<file path="config.mk">
export PLATFORM = sky130hd
export DESIGN_NAME = timer_irq
export DESIGN_NICKNAME = d
export VERILOG_FILES = /design/src/rtl/timer_irq.sv
export SDC_FILE = /design/constraint.sdc
export NUM_CORES = 1
export LEC_CHECK = 0
export ABC_AREA = 1
export CAP_MARGIN = 10
export CORE_UTILIZATION = 40
export CTS_CLUSTER_DIAMETER = 30
export DETAILED_ROUTE_END_ITERATION = 7
export GPL_TIMING_DRIVEN = 0
export PLACE_DENSITY = 0.68
export RECOVER_POWER = 50
export SLEW_MARGIN = 15
export SYNTH_ARGS = -nofsm -noshare
export SYNTH_HDL_FRONTEND = slang
export SYNTH_SLANG_ARGS = --single-unit
</file>
<file path="constraint.sdc">
create_clock -name clk -period 2.1 [get_ports clk]
set_clock_uncertainty 0.15 [all_clocks]
set_input_delay 0.315 -clock clk [delete_from_list [all_inputs] [get_ports clk]]
set_output_delay 0.315 -clock clk [all_outputs]
set_load 0.03 [all_outputs]
</file>
<file path="src/rtl/timer_irq.sv">
// rtl/timer_irq.sv - 16-bit prescaled down-counter timer with bus registers and level IRQ
module timer_irq #(
  parameter logic [15:0] BASE = 16'hFE00
) (
  input  logic        clk,
  input  logic        RST,
  input  logic [15:0] AB,
  input  logic [7:0]  DI,
  input  logic        WE,
  output logic [7:0]  DO,
  output logic        OE,
  output logic        IRQ
);

  localparam logic [2:0] OFF_CNTL  = 3'd0;
  localparam logic [2:0] OFF_CNTH  = 3'd1;
  localparam logic [2:0] OFF_LATL  = 3'd2;
  localparam logic [2:0] OFF_LATH  = 3'd3;
  localparam logic [2:0] OFF_CTRL  = 3'd4;
  localparam logic [2:0] OFF_STAT  = 3'd5;
  localparam logic [2:0] OFF_PRESC = 3'd6;

  logic [15:0] cnt_q, cnt_d;
  logic [15:0] lat_q, lat_d;
  logic [7:0]  snap_q, snap_d;
  logic [7:0]  pcnt_q, pcnt_d;
  logic [7:0]  presc_q, presc_d;
  logic        en_q, en_d;
  logic        cont_q, cont_d;
  logic        ie_q, ie_d;
  logic        if_q, if_d;
  logic [7:0]  do_q, do_d;
  logic        oe_q, oe_d;

  logic       sel;
  logic       wr;
  logic       rd;
  logic [2:0] off;
  logic       tick;

  assign sel  = (AB[15:3] == BASE[15:3]);
  assign off  = AB[2:0];
  assign wr   = sel & WE;
  assign rd   = sel & ~WE;
  assign tick = en_q & (pcnt_q == 8'd0);

  always_comb begin
    cnt_d   = cnt_q;
    lat_d   = lat_q;
    snap_d  = snap_q;
    pcnt_d  = pcnt_q;
    presc_d = presc_q;
    en_d    = en_q;
    cont_d  = cont_q;
    ie_d    = ie_q;
    if_d    = if_q;
    do_d    = 8'h00;
    oe_d    = rd;

    // W1C is applied before the tick so a simultaneous underflow set wins
    if (wr && (off == OFF_STAT) && DI[0]) begin
      if_d = 1'b0;
    end

    if (en_q) begin
      pcnt_d = tick ? presc_q : (pcnt_q - 8'd1);
    end

    if (tick) begin
      if (cnt_q != 16'h0000) begin
        cnt_d = cnt_q - 16'd1;
      end else begin
        if_d = 1'b1;
        if (cont_q) begin
          cnt_d = lat_q;
        end else begin
          en_d = 1'b0;
        end
      end
    end

    // Register writes come last so they override a same-cycle tick
    if (wr) begin
      case (off)
        OFF_LATL:  lat_d[7:0] = DI;
        OFF_LATH: begin
          lat_d[15:8] = DI;
          cnt_d       = {DI, lat_q[7:0]};
          pcnt_d      = 8'd0;
          en_d        = 1'b1;
        end
        OFF_CTRL: begin
          en_d   = DI[0];
          cont_d = DI[1];
          ie_d   = DI[2];
        end
        OFF_PRESC: presc_d = DI;
        default: ;
      endcase
    end

    if (rd) begin
      case (off)
        OFF_CNTL: begin
          do_d   = cnt_q[7:0];
          snap_d = cnt_q[15:8];
        end
        OFF_CNTH:  do_d = snap_q;
        OFF_CTRL:  do_d = {5'b0, ie_q, cont_q, en_q};
        OFF_STAT:  do_d = {7'b0, if_q};
        OFF_PRESC: do_d = presc_q;
        default:   do_d = 8'h00;
      endcase
    end
  end

  always_ff @(posedge clk or negedge RST) begin
    if (!RST) begin
      cnt_q   <= 16'h0000;
      lat_q   <= 16'hFFFF;
      snap_q  <= 8'h00;
      pcnt_q  <= 8'h00;
      presc_q <= 8'h00;
      en_q    <= 1'b0;
      cont_q  <= 1'b0;
      ie_q    <= 1'b0;
      if_q    <= 1'b0;
      do_q    <= 8'h00;
      oe_q    <= 1'b0;
    end else begin
      cnt_q   <= cnt_d;
      lat_q   <= lat_d;
      snap_q  <= snap_d;
      pcnt_q  <= pcnt_d;
      presc_q <= presc_d;
      en_q    <= en_d;
      cont_q  <= cont_d;
      ie_q    <= ie_d;
      if_q    <= if_d;
      do_q    <= do_d;
      oe_q    <= oe_d;
    end
  end

  assign DO  = do_q;
  assign OE  = oe_q;
  assign IRQ = if_q & ie_q;

endmodule

</file>
==> results of run 1 <==
==> sequential cells by signal (all words and copies together) (netlist names) <==
| name | cells |
|---|---|
| cnt_q | 16 |
| lat_q | 16 |
| DO | 8 |
| pcnt_q | 8 |
| presc_q | 8 |
| snap_q | 8 |
| OE | 1 |
| cont_q | 1 |
| en_q | 1 |
| ie_q | 1 |
| if_q | 1 |
==> kinds of logic after synthesis <==
kind of cell    count (synthesis)
simple gates                  351
xor+xnor                        4
fa+ha+maj                       3
buf+inv                        86
flops                          69
compound gates                 81
==> metal layers <==
metal  up-vias  share of wire  track usage
met5         -              0            0
met4         0          0.022       0.0996
met3        21          0.072       0.0405
met2       171           0.46        0.375
met1      1862           0.44        0.308
li1       1983              -            -
==> tightest hold or removal path, stage by stage <==
cell and delay (ps):
buf_2 180, nor3_4 90, nand2_1 60, a31oi_1 60
==> final cells by class <==
type,count,area (µm²)
fillers,1029,5340
multi-input cells,439,2120
flip-flops and latches,69,1750
repair buffers,36,372
inverters,68,255
well taps,136,170
clock buffers,14,163
plain buffers,18,129
clock inverters,1,30.0
==> metrics by stage <==
step	util	hold WS, ps	setup slack (ps)	TNS (ps)	cell area, µm²
5_1_grt	0.483	317	0.883	0	4980
6_report	0.483	276	133	0	4980
3_5_place_dp	0.464	43.9	-164	-2940	4790
2_1_floorplan	-	-131	386	0	4250
4_1_cts	0.483	229	129	0	4990
3_3_place_gp	0.461	307	-1810	-113570	4760
==> power groups by stage <==
stage | clock network (µW) | registers [µW] | logic [µW]
floorplan | 0 | 1360 | 50.6
global placement | 0 | 1360 | 143
detailed placement | 0 | 1360 | 152
CTS | 1100 | 1340 | 153
global route | 1160 | 1340 | 167
finish | 1080 | 1340 | 150
==> path summary, 6_finish.rpt <==
| path | start | end | slack (ps) | cells past startpoint |
|---|---|---|---|---|
| min reg2reg | lat_q[14] | lat_q[14] | 320 | 2 |
| max in group asynchronous | RST | lat_q[8] | 480 | 3 |
| max | ie_q | IRQ | 130 | 3 |
| max reg2reg | pcnt_q[1] | cnt_q[8] | 150 | 10 |
| min in group asynchronous | RST | cnt_q[13] | 490 | 2 |
| min | AB[1] | DO[4] | 280 | 4 |
==> placed cells by master, fill, tap and decap left out, types with 6 or more instances in the layout <==
| cell type | synthesis | routed |
|---|---|---|
| dfrtp_1 | 53 | 53 |
| buf_2 | 8 | 7 |
| nand2_1 | 215 | 215 |
| inv_1 | 66 | 65 |
| nand3_1 | 51 | 51 |
| nor3_1 | 7 | 8 |
| dfstp_2 | 16 | 16 |
| o21ai_0 | 32 | 32 |
| clkbuf_1 | 2 | 6 |
| nor2_2 | 8 | 8 |
| nor2_1 | 44 | 44 |
| clkbuf_8 | 0 | 11 |
| clkdlybuf4s50_1 | 0 | 33 |
| a21oi_1 | 17 | 17 |
| o21ai_2 | 16 | 16 |
==> timing repair <==
action | CTS | global route
buffers inserted | 0 | 0
endpoints found under the setup margin | 0 | 8
endpoints found under the hold margin | 44 | 0
hold buffers | 1 | 0
resized for setup | 0 | 2
==> results.sh, run 1 <==
export IMPL_end_kind="output port"
export IMPL_p_sw_frac=0.219
export IMPL_wl_per_cell_um=15.2
export IMPL_synth_top_family_by_area="simple AND/OR/NAND/NOR gates"
export IMPL_yosysMostFrequentCell="nand2_1"
export IMPL_required_ps=1630
export IMPL_crit_chain="nand2_1 > inv_1 > clkdlybuf4s50_1"
export IMPL_setup_viol_count_final=0
export IMPL_synth_simple_area_share=0.367
export IMPL_synth_cells=594
export IMPL_slowest_delay_ps=650
export IMPL_power_frac_comb=0.058
export IMPL_synth_net_count=624
export IMPL_antenna_found_initial=0
export IMPL_synthTopCellsByCount="nand2_1 (215), inv_1 (66), dfrtp_1 (53), nand3_1 (51), nor2_1 (44)"
export IMPL_power_density_mw_per_mm2=516
export IMPL_hold_violations=0
export IMPL_yosysWarnings=0
export IMPL_via_count=4037
export IMPL_dp_cells=765
export IMPL_synthMuxAreaShare=0
export IMPL_seqPwrFrac=0.520
export IMPL_final_period_utilization=0.937
export IMPL_io_buffers=34
export IMPL_synth_edf_count=0
export IMPL_coreArea_mm2=0.0103
export IMPL_min_period_ps=1970
export IMPL_synth_seq_cells=69
export IMPL_worstPathArrival_ps=1500
export IMPL_avgSynthCellArea_um2=7.16
export IMPL_synth_cell_types=39
export IMPL_synthArstFlopShare=1.00
export IMPL_dr_pass1_iters=5
export IMPL_vdd_drop_max_uv=213
export IMPL_cts_made_buffers=9
export IMPL_outcome="finished clean"
export IMPL_overflow=0
export IMPL_ioPinCount=37
export IMPL_nets=671
export IMPL_start_util=0.412
export IMPL_syn_to_final_growth_pct=17.2
export IMPL_synth_compound_area_frac=0.115
export IMPL_htree_levels=3
export IMPL_insertion_delay_ps=340
export IMPL_antenna_left=0
export IMPL_layout_drive_gt1_share=0.136
export IMPL_slowest_stage="clkdlybuf4s50_1"
export IMPL_cts_buffer_depth=2
export IMPL_cp_top_family="buffers and inverters"
export IMPL_synth_area_leaders="dfrtp_1 (31%), nand2_1 (19%), dfstp_2 (9.9%)"
export IMPL_synth_xor_area_frac=0.00824
export IMPL_worstPathMaxFanout=3
export IMPL_yosysTopAreaCell="dfrtp_1"
export IMPL_stdcell_count=781
export IMPL_syn_area_mm2=0.00425
export IMPL_hold_path_class="input pin to register"
export IMPL_synth_fa_ha_area_frac=0.00883
export IMPL_yosysSeqAreaShare=0.411
export IMPL_cts_root_buf="clkbuf_8"
export IMPL_p_sw_uw=564
export IMPL_grtUsageTotal=0.233
export IMPL_avgViaCountPerCell=5.17
export IMPL_place_hpwl_mm=9.11
export IMPL_crit_type="register to output port"
export IMPL_synth_top_area_frac=0.312
export IMPL_p_leak_uw=0.00245
export IMPL_tightest_slew_ps=939
export IMPL_start_kind="register"
export IMPL_cp_num_buf_inv=2
export IMPL_clk_pin_slew_ps=70
export IMPL_cts_sinks=69
export IMPL_rows=37
export IMPL_grt_pass1_vias=3940
export IMPL_grt_max_degree=56
export IMPL_globalplace_congestion=0.926
export IMPL_power_total_uw=2570
export IMPL_drc=0
export IMPL_max_cap_viol_count=0
export IMPL_fmax_mhz=508
export IMPL_die_x_um=105
export IMPL_wl_mm=11.8
export IMPL_grt_pass1_wl_mm=19.8
export IMPL_internal_power_uw=2010
export IMPL_antenna_cells=0
export IMPL_pwr_share_clk=0.422
export IMPL_synth_ff_type="dfrtp_1"
export IMPL_die_h_um=105
export IMPL_final_max_slew_violation_count=0
export IMPL_drtIter0Drc=304
export IMPL_cts_tree="built"
export IMPL_die_area_mm2=0.0110
export IMPL_slew_headroom=0.374
export IMPL_rsz0062_at_grt="false"
Note: power is estimated with default switching activity, not from simulation.
==> inputs of run 2 (changes only) <==
GPL_TIMING_DRIVEN = 1   (was 0)
RECOVER_POWER = 100   (was 50)
==> results.sh, run 2 (synthesis results as in run 1) <==
export IMPL_insertion_delay_ps=360
export IMPL_drtIter0Drc=177
export IMPL_outcome="finished clean"
export IMPL_hold_path_depth=2
export IMPL_top_regs="cnt_q x16, lat_q x16"
export IMPL_rr_startpoint="cnt_q[1]"
export IMPL_grt_pass1_vias=3839
export IMPL_cts_setup_buffers=0
export IMPL_final_cell_mix="nand2_1 (215), inv_1 (66), dfrtp_1 (53)"
export IMPL_start_kind="register"
export IMPL_nets=693
export IMPL_worstPathMaxFanout=3
export IMPL_hold_violations=0
export IMPL_rows=37
export IMPL_mostFrequentLayoutCell="nand2_1"
export IMPL_via_count=4005
export IMPL_coreArea_mm2=0.0103
export IMPL_htree_levels=3
export IMPL_overflow=0
export IMPL_syn_to_final_growth_pct=19.1
export IMPL_globalplace_congestion=0.864
export IMPL_dr_pass1_iters=5
export IMPL_power_density_mw_per_mm2=479
export IMPL_layout_drive_gt1_share=0.153
export IMPL_die_h_um=105
export IMPL_crit_type="register to output port"
export IMPL_start_util=0.412
export IMPL_cts_tree="built"
export IMPL_cts_buffer_depth=2
export IMPL_hp_start="lat_q[15]"
export IMPL_worstPathArrival_ps=1510
export IMPL_end_kind="output port"
export IMPL_vdd_drop_max_uv=222
export IMPL_grt_max_degree=70
export IMPL_r2r_end="cnt_q[11]"
export IMPL_cts_made_buffers=9
export IMPL_wl_per_cell_um=14.2
export IMPL_io_buffers=36
export IMPL_hold_path_class="register to register"
export IMPL_max_cap_viol_count=0
export IMPL_ioPinCount=37
export IMPL_antenna_found_initial=0
export IMPL_rsz0062_at_grt="false"
export IMPL_final_period_utilization=0.939
export IMPL_critPathLaunch="if_q"
export IMPL_cts_root_buf="clkbuf_8"
export IMPL_wl_mm=11.4
export IMPL_r2r_cells=11
export IMPL_antenna_left=0
export IMPL_grt_pass1_wl_mm=18.9
export IMPL_p_leak_uw=0.00255
export IMPL_antenna_cells=0
export IMPL_reg2reg_slack_ps=190
export IMPL_setup_viol_count_final=0
export IMPL_drc=0
export IMPL_stdcell_count=804
export IMPL_place_hpwl_mm=8.81
export IMPL_fmax_mhz=507
export IMPL_avgViaCountPerCell=4.98
export IMPL_required_ps=1630
export IMPL_min_period_ps=1970
export IMPL_grtUsageTotal=0.225
export IMPL_clk_pin_slew_ps=80
export IMPL_final_max_slew_violation_count=0
export IMPL_cts_resized=0
export IMPL_die_x_um=105
export IMPL_tightest_slew_ps=917
export IMPL_hold_path_end="lat_q[15]"
export IMPL_die_area_mm2=0.0110
export IMPL_dp_cells=787
export IMPL_slew_headroom=0.388
export IMPL_power_total_uw=2430
export IMPL_cts_sinks=69
==> run 2: worst max-delay path by stage <==
stage	to	slack (ps)	cells after the start
floorplan	cnt_q[13]	390	12
global route	cnt_q[2]	20	10
CTS	IRQ	110	3
finish	IRQ	130	3
detailed placement	DO[1]	-70	7
global placement	DO[1]	-40	7
==> run 2: timing repair <==
| action | 4_1_cts | 5_1_grt |
|---|---|---|
| endpoints found under the setup margin | 0 | 0 |
| endpoints found under the hold margin | 53 | 0 |
| hold buffers | 1 | 0 |
==> run 2: worst max-delay path: stages (launching register included) <==
cell and delay (ps):
dfrtp_1 370, nand2_1 70, inv_1 50, clkdlybuf4s50_1 650
==> run 2: power by group <==
part           total [µW]  leakage [µW]  internal, µW  switching (µW)
registers            1340      0.000848          1330            4.25
clock network         930     0.0000829           421             510
logic                 158       0.00162          73.1            84.7
==> run 2: routing by layer <==
layer / vias up / GRT usage / share of wire
met5: - / 0 / 0
met4: 0 / 0.130 / 0.039
met3: 29 / 0.0374 / 0.054
met2: 118 / 0.354 / 0.45
met1: 1836 / 0.291 / 0.45
li1: 2022 / - / -
==> run 2: per-stage QoR <==
| stage | utilization | hold WS (ps) | setup WS [ps] | cell area (µm²) | TNS, ps |
|---|---|---|---|---|---|
| 6_report | 0.491 | 319 | 128 | 5060 | 0 |
| 5_1_grt | 0.491 | 335 | 19.3 | 5060 | 0 |
| 4_1_cts | 0.501 | 322 | 107 | 5170 | 0 |
| 3_5_place_dp | 0.485 | 217 | -74.7 | 5010 | -128 |
| 3_3_place_gp | 0.485 | 216 | -38.6 | 5010 | -38.6 |
| 2_1_floorplan | - | -131 | 386 | 4250 | 0 |
==> run 2: cell type report <==
class,count,area [µm²]
well taps,136,170
clock buffers,11,131
repair buffers,76,657
flip-flops and latches,69,1750
fillers,1028,5260
clock inverters,5,27.5
multi-input cells,439,2080
inverters,68,255
==> inputs of run 3 (changes only) <==
SETUP_SLACK_MARGIN = 0.02   (was unset)
SLEW_MARGIN = unset   (was 15)
==> results of run 3 <==
Final layout, timing and power as in run 2 (identical DEF).
